## config.mk

```make
export PLATFORM = sky130hd
export DESIGN_NAME = dds_freq_meter
export DESIGN_NICKNAME = d
export VERILOG_FILES = /design/src/rtl/dds_meas_pkg.sv /design/src/rtl/schmitt_edge_det.sv /design/src/rtl/dds_freq_meter.sv
export SDC_FILE = /design/constraint.sdc
export NUM_CORES = 1
export LEC_CHECK = 0
export ABC_AREA = 1
export CAP_MARGIN = 5
export CORE_MARGIN = 2
export CORE_UTILIZATION = 28
export DETAILED_ROUTE_END_ITERATION = 10
export DONT_BUFFER_PORTS = 1
export GPL_TIMING_DRIVEN = 0
export SYNTH_ARGS = -nofsm -noshare
export SYNTH_HDL_FRONTEND = slang
export SYNTH_SLANG_ARGS = --single-unit
```

## constraint.sdc

```tcl
create_clock -name clk_i -period 1.9 [get_ports clk_i]
set_input_delay 0.285 -clock clk_i [delete_from_list [all_inputs] [get_ports clk_i]]
set_output_delay 0.285 -clock clk_i [all_outputs]
set_load 0.03 [all_outputs]
```

## src/rtl/dds_meas_pkg.sv

```systemverilog
// Shared types and constants for the DDS frequency meter.
package dds_meas_pkg;

  // Width of the DDS phase accumulator the frequency word is expressed in.
  localparam int unsigned DdsAccW = 32;

  // Default zero level and hysteresis half-width for 14-bit offset-binary samples.
  localparam int unsigned DefMid  = 8192;
  localparam int unsigned DefHyst = 256;

  typedef enum logic [1:0] {
    StIdle,
    StGate,
    StDone
  } meas_state_e;

endpackage

```

## src/rtl/schmitt_edge_det.sv

```systemverilog
// Input register plus hysteresis comparator; pulses rise_o for one cycle on a
// LOW->HIGH transition of the Schmitt state. Invalid samples hold the state.
module schmitt_edge_det #(
  parameter int unsigned DataW = 14,
  parameter int unsigned Mid   = 8192,
  parameter int unsigned Hyst  = 256
) (
  input  logic             clk_i,
  input  logic             rst_ni,
  input  logic             valid_i,
  input  logic [DataW-1:0] data_i,
  output logic             valid_o,
  output logic [DataW-1:0] data_o,
  output logic             rise_o
);

  // One extra bit so Mid + Hyst at full scale cannot wrap.
  localparam logic [DataW:0] HiTh = (DataW + 1)'(Mid + Hyst);
  localparam logic [DataW:0] LoTh = (DataW + 1)'(Mid - Hyst);

  logic             valid_q;
  logic [DataW-1:0] data_q;
  logic             high_q, high_d;
  logic             rise;

  // Register the sample and the Schmitt state.
  always_ff @(posedge clk_i or negedge rst_ni) begin
    if (!rst_ni) begin
      valid_q <= 1'b0;
      data_q  <= '0;
      high_q  <= 1'b0;
    end else begin
      valid_q <= valid_i;
      data_q  <= data_i;
      high_q  <= high_d;
    end
  end

  // Hysteresis decision on the registered sample; a rise needs a prior LOW arming.
  always_comb begin
    high_d = high_q;
    rise   = 1'b0;
    if (valid_q) begin
      if (!high_q && ({1'b0, data_q} >= HiTh)) begin
        high_d = 1'b1;
        rise   = 1'b1;
      end else if (high_q && ({1'b0, data_q} <= LoTh)) begin
        high_d = 1'b0;
      end
    end
  end

  assign valid_o = valid_q;
  assign data_o  = data_q;
  assign rise_o  = rise;

endmodule

```

## src/rtl/dds_freq_meter.sv

```systemverilog
// Counts rising zero crossings over a 2^GateLog2-clock gate and reports the
// count and the equivalent DDS frequency word. Define PEAK_DETECT_EN to add
// per-gate max/min sample tracking; otherwise the peak outputs are tied 0.
module dds_freq_meter
  import dds_meas_pkg::*;
#(
  parameter int unsigned DataW    = 14,
  parameter int unsigned GateLog2 = 20,
  parameter int unsigned Mid      = DefMid,
  parameter int unsigned Hyst     = DefHyst
) (
  input  logic                clk_i,
  input  logic                rst_ni,
  input  logic                start_i,
  input  logic                continuous_i,
  input  logic                data_valid_i,
  input  logic [DataW-1:0]    data_i,
  output logic                busy_o,
  output logic                meas_done_o,
  output logic [GateLog2-1:0] cross_cnt_o,
  output logic [DdsAccW-1:0]  fword_est_o,
  output logic                overflow_o,
  output logic [DataW-1:0]    peak_max_o,
  output logic [DataW-1:0]    peak_min_o
);

  localparam int unsigned Shift = DdsAccW - GateLog2;
  localparam logic [GateLog2-1:0] CntOne = {{(GateLog2 - 1){1'b0}}, 1'b1};

  logic             samp_valid;
  logic [DataW-1:0] samp_data;
  logic             rise;

  schmitt_edge_det #(
    .DataW (DataW),
    .Mid   (Mid),
    .Hyst  (Hyst)
  ) u_schmitt (
    .clk_i   (clk_i),
    .rst_ni  (rst_ni),
    .valid_i (data_valid_i),
    .data_i  (data_i),
    .valid_o (samp_valid),
    .data_o  (samp_data),
    .rise_o  (rise)
  );

  meas_state_e         state_q;
  logic [GateLog2-1:0] gate_cnt_q;
  logic [GateLog2-1:0] acc_q, acc_nxt;
  logic                acc_ovf_q, acc_ovf_nxt;
  logic                gate_end;
  logic [GateLog2-1:0] cross_cnt_q;
  logic [DdsAccW-1:0]  fword_q;
  logic                ovf_q, meas_done_q, busy_q;

  // Saturating crossing accumulator; the terminal gate cycle still counts.
  always_comb begin
    acc_nxt     = acc_q;
    acc_ovf_nxt = acc_ovf_q;
    gate_end    = (state_q == StGate) && (&gate_cnt_q);
    if ((state_q == StGate) && rise) begin
      if (&acc_q) acc_ovf_nxt = 1'b1;
      else        acc_nxt     = acc_q + CntOne;
    end
  end

  // Gate FSM with registered results; accumulator cleared as results publish.
  always_ff @(posedge clk_i or negedge rst_ni) begin
    if (!rst_ni) begin
      state_q     <= StIdle;
      gate_cnt_q  <= '0;
      acc_q       <= '0;
      acc_ovf_q   <= 1'b0;
      cross_cnt_q <= '0;
      fword_q     <= '0;
      ovf_q       <= 1'b0;
      meas_done_q <= 1'b0;
      busy_q      <= 1'b0;
    end else begin
      meas_done_q <= 1'b0;
      unique case (state_q)
        StIdle: begin
          if (start_i) begin
            state_q    <= StGate;
            busy_q     <= 1'b1;
            gate_cnt_q <= '0;
          end
        end
        StGate: begin
          gate_cnt_q <= gate_cnt_q + CntOne;
          acc_q      <= acc_nxt;
          acc_ovf_q  <= acc_ovf_nxt;
          if (gate_end) begin
            state_q     <= StDone;
            cross_cnt_q <= acc_nxt;
            fword_q     <= DdsAccW'(acc_nxt) << Shift;
            ovf_q       <= acc_ovf_nxt;
            meas_done_q <= 1'b1;
            acc_q       <= '0;
            acc_ovf_q   <= 1'b0;
          end
        end
        StDone: begin
          if (continuous_i) begin
            state_q <= StGate;
          end else begin
            state_q <= StIdle;
            busy_q  <= 1'b0;
          end
        end
        default: begin
          state_q <= StIdle;
          busy_q  <= 1'b0;
        end
      endcase
    end
  end

  assign busy_o      = busy_q;
  assign meas_done_o = meas_done_q;
  assign cross_cnt_o = cross_cnt_q;
  assign fword_est_o = fword_q;
  assign overflow_o  = ovf_q;

`ifdef PEAK_DETECT_EN
  logic [DataW-1:0] run_max_q, run_min_q, max_nxt, min_nxt;
  logic [DataW-1:0] peak_max_q, peak_min_q;

  // Fold the current valid sample into the running extremes.
  always_comb begin
    max_nxt = run_max_q;
    min_nxt = run_min_q;
    if ((state_q == StGate) && samp_valid) begin
      if (samp_data > run_max_q) max_nxt = samp_data;
      if (samp_data < run_min_q) min_nxt = samp_data;
    end
  end

  // Track extremes during the gate, publish and re-seed at gate end.
  always_ff @(posedge clk_i or negedge rst_ni) begin
    if (!rst_ni) begin
      run_max_q  <= '0;
      run_min_q  <= '1;
      peak_max_q <= '0;
      peak_min_q <= '0;
    end else if (gate_end) begin
      peak_max_q <= max_nxt;
      peak_min_q <= min_nxt;
      run_max_q  <= '0;
      run_min_q  <= '1;
    end else begin
      run_max_q <= max_nxt;
      run_min_q <= min_nxt;
    end
  end

  assign peak_max_o = peak_max_q;
  assign peak_min_o = peak_min_q;
`else
  logic unused_samp;
  assign unused_samp = ^{samp_valid, samp_data};
  assign peak_max_o  = '0;
  assign peak_min_o  = '0;
`endif

endmodule

```

# Word-level counts from Yosys, hierarchy flattened
# Cells that the tools add are included.
# Widths: inputs -> output; s select.
totals:
  elab_cells: 57
  in_bits: 19
  out_inout_bits: 83
  register_bits: 82
classes:
  n_reduce_logical: 15
  bitwise_logic: 1
  n_lt_le_gt_ge: 2
  mux: 21
  eq_ne: 5
  n_addsub: 2
ops:
  columns: ["op", "n"]
  rows:
  - ["$mux 20", 4]
  - ["$add 20x1->20 const B", 2]
  - ["$pmux 20 s2", 1]
  - ["$reduce_and 20->1", 2]
  - ["$ge 14x14->1 const B", 1]
  - ["$le 14x13->1 const B", 1]
  - ["$mux 1", 12]
  - ["$reduce_and 2->1", 4]
  - ["$ne 2x2->1 const B", 3]
  - ["$pmux 2 s3", 1]
  - ["$logic_and 1x1->1", 4]
  - ["$mux 2", 2]
  - ["$reduce_bool 2->1", 2]
  - ["$pmux 1 s3", 1]
  - ["$reduce_and 3->1", 1]
  - ["$eq 2x1->1 const B", 1]
  - ["$eq 2x2->1 const B", 1]
  - ["$logic_not 2->1", 1]
  - ["$logic_not 1->1", 1]
  - ["$not 1->1", 1]

# Longest topological paths before layout
# Gate-level depths: netlist of the first run.
depth:
  ltp_word: 7
  mapped_depth: 11
  mapped_depth_nobuf: 11

# Hierarchy
# From an unflattened synthesis of the first run, not the netlist that was laid out.
unflattened:
  cells_unflattened: 613
  hier_area_um2: 4619.4
by_module_without_submodules:
  columns: ["module", "seq_area_each_um2", "n_inst", "cells_per_inst", "area_each_um2"]
  rows:
  - ["dds_freq_meter", 1651.6, 1, 576, 4131.5]
  - ["schmitt_edge_det", 400.4, 1, 37, 488.0]

# Worst setup path after synthesis of the first run
# No wires, ideal clock.
synth_timing:
  path_type: "reg-to-reg"
  start: "register gate_cnt_q[0]"
  end: "register ovf_q (netlist: overflow_o)"
  slack_ns: 0.289
  synth_period_minus_slack_ns: 1.611
  path_stages_with_launch: 12
  t_required_ns: 1.777
  t_arrival_ns: 1.488
  n_path_buf: 1
  path_cell_list: "dfrtp_1 ha_1 nand2_1 nor2_4 inv_2 nor2_8 nand3_4 nor2_4 inv_2 buf_6 nand2_1 o21ai_2"
synth_via:
  elab_chain_cells: 3
synth_lines:
  columns: ["item", "line_no", "text"]
  rows:
  - ["start, declared", "dds_freq_meter.sv:49", "logic [GateLog2-1:0] gate_cnt_q;"]
  - ["start signal, assigned", "dds_freq_meter.sv:91", "gate_cnt_q <= gate_cnt_q + CntOne;"]
  - ["$reduce_and 20->1", "dds_freq_meter.sv:61", "gate_end = (state_q == StGate) && (&gate_cnt_q);"]
  - ["$logic_and 1x1->1", "dds_freq_meter.sv:61", null]
  - ["$reduce_and 2->1 (no line)", null, null]
  - ["end signal, assigned", "dds_freq_meter.sv:98", "ovf_q <= acc_ovf_nxt;"]
  - ["end, declared", "dds_freq_meter.sv:55", "logic ovf_q, meas_done_q, busy_q;"]
# No other way between the ends.
# A chain may end at the register's enable or synchronous reset.

# Worst setup path after layout of the first run
# Ends and elaborated chain as after synthesis.

==> reports/metrics.yaml, run 1 <==
tns_ns: 0
nFillCells: 1699
fmax_mhz: 566
wl_um: 10100
min_period_ns: 1.77
reg2regPathDepth: 11
port_buffers: 0
syn_inst: 578
num_io_pins: 102
startpoint_type: "flip-flop"
drc: 0
vias_per_cell: 4.19
cts_buffers: 9
leakagePower_nw: 2.83
hold_violations: 82
setup_violations: 0
coreArea_um2: 16000
worst_ep_required_time_ns: 2.13
ys.flop_type: "dfrtp_1"
clockRootBuffer: "clkbuf_16"
grt_max_degree: 83
cp.arrival_ns: 2.00
multi_input_area_um2: 1950
synth_edf_count: 0
final_cell_mix: "nand2_1 (154), dfrtp_1 (81), buf_4 (64)"
powerDensity_nw_per_um2: 853
synth_compound_gate_area_share: 0.0598
worstSkewPairLatency_ns: 0.34
ctsHtreeMaxLevel: 3
area_growth_pct: 19.7
grt_remaining_overflow: 0
drt-initial-drc-count: 201
r2r-start: "gate_cnt_q[0]"
status: "finished with violations"
worst_setup_path_end_kind: "flip-flop"
fin_util: 0.345
rsz0062_at_grt: "false"
dieArea_um2: 17500
antenna_left: 0
firstDrtPassIters: 5
place_hpwl_um: 7130
nNetsFinal: 667
cts_max_path_buffers: 2
ys_seq_area_frac: 0.445
worst_hold_slack_ns: -0.360
synth_top_family_by_area: "simple AND/OR/NAND/NOR gates"
synth-simple-area-share: 0.299
synth.avg_cell_area_um2: 7.97
yosysWarnings: 0
initial_core_util: 0.288
die_w_um: 132
clk_pin_slew_ns: 0.06
async_reset_ff_frac: 1.00
muxShareOfSynthArea: 0
hold_class: "input pin to asynchronous set/reset pin"
rows: 46
grt_pass1_wl_um: 16800
via_count: 3636
drv_slew: 0
clock-sinks: 82
cts_tree: "built"
synth_cell_type_count: 39
synth_fa_ha_area_frac: 0.00543
layout_commonest_cell: "nand2_1"
min_period_over_period: 0.930
die_h_um: 132
wl_per_cell_um: 11.6
synthXorXnorAreaFrac: 0.0247
ys_ff_latch: 82
clock_skew_ns: 0.00908
startpoint: "gate_cnt_q[0]"
antenna_cells: 0
grt_pass1_vias: 3574
cts_hold_buf: 15
grt_use_total: 0.119
drive_above_1_share: 0.194
r2r_slack_ns: 0.13
routabilityCongestion: 0.884
path_max_fanout: 10
ir_worst_vdd_mv: 0.526
regArea_um2: 2050
grt_antenna_before_repair: 0
violations: "hold timing"
worst-setup-path-type: "flip-flop to flip-flop"
rr_endpoint: "overflow_o"
maxCapViolations: 0
syn_area_um2: 4610
metrics by stage:
step           power (mW)  cell area, um^2  setup WS, ns  hold slack [ns]  cells
6_report             4.71             5510         0.133           -0.360    867
5_1_grt              4.95             5510       0.00333           -0.380    867
4_1_cts              4.72             5470        0.0203           -0.371    864
3_5_place_dp         2.94             5020        0.0289         -0.00569    833
3_3_place_gp         2.93             5020        0.0351         -0.00540    833
2_1_floorplan        2.79             4750         0.289          -0.0106    617
cell type report:
cell class	count	area share
timing repair buffer	18	0.0313
multi-input combinational	408	0.354
clock buffer	9	0.0408
tap	216	0.0490
clock inverter	7	0.0127
buffer	70	0.100
sequential	82	0.372
inverter	57	0.0393
worst max-delay path by stage:
stage / endpoint / slack (ns) / depth (start not counted)
final: overflow_o / 0.13 / 11
after global routing: fword_est_o[14] / 0.003 / 11
after CTS: fword_est_o[28] / 0.02 / 9
after detailed placement: fword_est_o[31] / 0.03 / 9
after global placement: acc_q[15] / 0.04 / 10
after floorplan: overflow_o / 0.29 / 11
Yosys cell counts, types with 2 or more instances:
cell type  instances  share of area
a21oi_1            4         0.0043
a22oi_1            2         0.0033
and2_1             3         0.0041
buf_4             62           0.10
buf_6              5          0.012
dfrtp_1           82           0.45
ha_1               2         0.0054
inv_1             53          0.043
inv_2              4         0.0033
nand2_1          154           0.13
nand2_2            5         0.0068
nand3_1           46          0.050
nand3_4            2         0.0076
nand3b_1           3         0.0049
nand4_1            7         0.0095
nor2_1            65          0.053
nor2_2             3         0.0041
nor2_4             3         0.0073
nor3_1             5         0.0054
o21ai_0           27          0.029
o21ai_2            6          0.011
or2_2              7         0.0095
xor2_1            12          0.023
critical path: stages (launching register included):
cell     delay, ns
dfrtp_2       0.41
ha_1          0.17
nand2_1       0.10
nor2_4        0.15
inv_2         0.09
nor2_8        0.12
nand3_4       0.09
nor2_4        0.12
inv_2         0.10
buf_6         0.16
nand2_1       0.08
o21ai_2       0.06
cells by family (layout without fill, tap and decap cells):
logic type | count (synthesis) | count (layout)
buf+inv | 127 | 161
compound gates | 46 | 46
other cells | 1 | 40
xor+xnor | 13 | 13
flops | 82 | 82
fa+ha+maj | 2 | 2
simple gates | 307 | 307
flip-flops by register name, indices dropped and copies added, names as in the netlist:
signal	count
acc_ovf_q	1
state_q	2
acc_q	20
overflow_o	1
meas_done_o	1
u_schmitt.valid_o	1
busy_o	1
fword_est_o	20
u_schmitt.high_q	1
u_schmitt.data_o	14
gate_cnt_q	20
timing repair:
action | CTS | global route
endpoints found under the setup margin | 0 | 42
resized for setup | 0 | 8
buffers inserted | 0 | 3
endpoints found under the hold margin | 97 | 82
power by group:
| group | internal [mW] | switching (mW) |
|---|---|---|
| sequential | 1.90 | 0.184 |
| clock | 1.02 | 0.727 |
| combinational | 0.340 | 0.537 |
| total | 3.26 | 1.45 |
per-layer routing:
metal,wire length [um],vias to the layer above,share of wire,track usage
li1,-,1856,-,-
met3,460,16,0.046,0.0304
met5,0,-,0,0
met2,5010,83,0.50,0.201
met4,171,0,0.017,0.0412
met1,4450,1681,0.44,0.146
No activity file was read; power rests on OpenSTA's default activity.
==> inputs of run 2 (changes only) <==
--- a/config.mk
+++ b/config.mk
@@ -12,6 +12,9 @@
 export DETAILED_ROUTE_END_ITERATION = 10
 export DONT_BUFFER_PORTS = 1
 export GPL_TIMING_DRIVEN = 0
+export PLACE_DENSITY = 0.51
+export SETUP_SLACK_MARGIN = 0.4
+export SLEW_MARGIN = 20
 export SYNTH_ARGS = -nofsm -noshare
 export SYNTH_HDL_FRONTEND = slang
 export SYNTH_SLANG_ARGS = --single-unit
==> run 2 against run 1 <==
Fmax rose by 5.0%. Clock power barely moved. Count of clock-buffer cells in the layout rose by 2. Cell area rose by 15%. Combinational power rose by 33%. Largest power group unchanged. The run still ends with hold timing left. Sequential cell count did not move. Worst hold slack got worse by 0.0082 ns. Critical path type unchanged. Register-to-register slack improved by 0.08 ns.
==> reports/metrics.yaml, run 2 (synthesis gave the netlist of run 1 again) <==
tns_ns: 0
setup_violations: 0
grt_max_degree: 83
initial_core_util: 0.288
worst_hold_slack_ns: -0.369
routabilityCongestion: 0.916
clockRootBuffer: "clkbuf_16"
worst_setup_path_end_kind: "flip-flop"
ir_worst_vdd_mv: 0.539
firstDrtPassIters: 4
min_period_over_period: 0.886
antenna_left: 0
dp_slack_ns: 0.0193
fin_util: 0.395
die_h_um: 132
fmax_mhz: 594
coreArea_um2: 16000
drc: 0
startpoint_type: "flip-flop"
maxCapViolations: 0
violations: "hold timing"
powerDensity_nw_per_um2: 792
port_buffers: 0
grt_remaining_overflow: 0
leakagePower_nw: 3.18
hold_violations: 82
grt_pass1_vias: 3761
clock_skew_ns: 0.00844
antenna_cells: 0
cts_buffers: 9
grt_pass1_wl_um: 18500
finalInstanceArea_um2: 6320
postPlaceCellArea_um2: 5040
cts_tree: "built"
area_growth_pct: 37.3
worst_ep_required_time_ns: 2.14
ctsHtreeMaxLevel: 3
cts_hold_buf: 15
clk_pin_slew_ns: 0.06
hold_class: "input pin to asynchronous set/reset pin"
via_count: 3906
num_io_pins: 102
wl_um: 11500
final_cell_mix: "nand2_1 (123), buf_4 (91), dfrtp_1 (81)"
vias_per_cell: 4.30
worst-setup-path-type: "flip-flop to flip-flop"
status: "finished with violations"
path_max_fanout: 10
clock-sinks: 82
drv_slew: 0
rsz0062_at_grt: "true"
dieArea_um2: 17500
drt-initial-drc-count: 179
worstSkewPairLatency_ns: 0.35
grt_use_total: 0.133
nNetsFinal: 709
drive_above_1_share: 0.343
fin_total_pwr_mw: 5.01
cp.arrival_ns: 1.92
layout_commonest_cell: "nand2_1"
die_w_um: 132
wl_per_cell_um: 12.7
place_hpwl_um: 7370
cts_max_path_buffers: 2
min_period_ns: 1.68
rows: 46
fin_ws_ns: 0.217
grt_antenna_before_repair: 0
[run 2: final timing paths]
kind	startpoint	to	slack (ns)	depth (start not counted)
setup / recovery	gate_cnt_q[0]	fword_est_o[21]	0.22	12
hold / removal	rst_ni	acc_q[1]	-0.37	0
setup reg to reg	gate_cnt_q[0]	fword_est_o[21]	0.22	12
max in group asynchronous	rst_ni	u_schmitt.data_o[8]	2.16	0
min in group clk_i	start_i	busy_o	0.18	2
hold reg to reg	gate_cnt_q[18]	gate_cnt_q[18]	0.48	1
[run 2: repair_timing]
| item | in CTS | in global routing |
|---|---|---|
| endpoints found under the setup margin | 60 | 63 |
| pin swaps | 19 | 17 |
| cloned | 4 | 2 |
| buffers inserted | 28 | 11 |
| resized for setup | 61 | 68 |
| endpoints found under the hold margin | 97 | 82 |
[run 2: cell type report]
cell class / instances / area (um^2)
plain buffers: 70 / 589
flip-flops and latches: 82 / 2050
clock buffers: 11 / 243
multi-input cells: 408 / 2250
fillers: 1643 / 9680
clock inverters: 5 / 53.8
repair buffers: 60 / 638
well taps: 216 / 270
inverters: 57 / 229
[run 2: routing by layer]
metal,up-vias,share of wire,GRT usage
met4,0,0.026,0.0562
met1,1845,0.42,0.158
met3,23,0.047,0.0361
met2,100,0.51,0.228
met5,-,0,0
li1,1938,-,-
[run 2: metrics by stage]
step	instances	hold WS, ns
2_1_floorplan	617	-0.0106
3_3_place_gp	833	-0.00859
3_5_place_dp	833	-0.00869
4_1_cts	896	-0.384
5_1_grt	909	-0.391
6_report	909	-0.369
[run 2: worst max-delay path, cell delays in order, from the launching register on]
cell and delay [ns]:
dfrtp_1 0.36, ha_2 0.19, nand2_2 0.07, nor2_4 0.13, inv_4 0.06, nor2_8 0.09, nand3_4 0.08, nor2_4 0.13
buf_6 0.13, inv_8 0.06, clkbuf_16 0.16, nand2_1 0.06, nand2_1 0.05
[run 2: where the power goes]
group	switching, mW	internal [mW]	total, mW
Clock	0.698	1.05	1.75
Combinational	0.678	0.494	1.17
Sequential	0.182	1.90	2.09
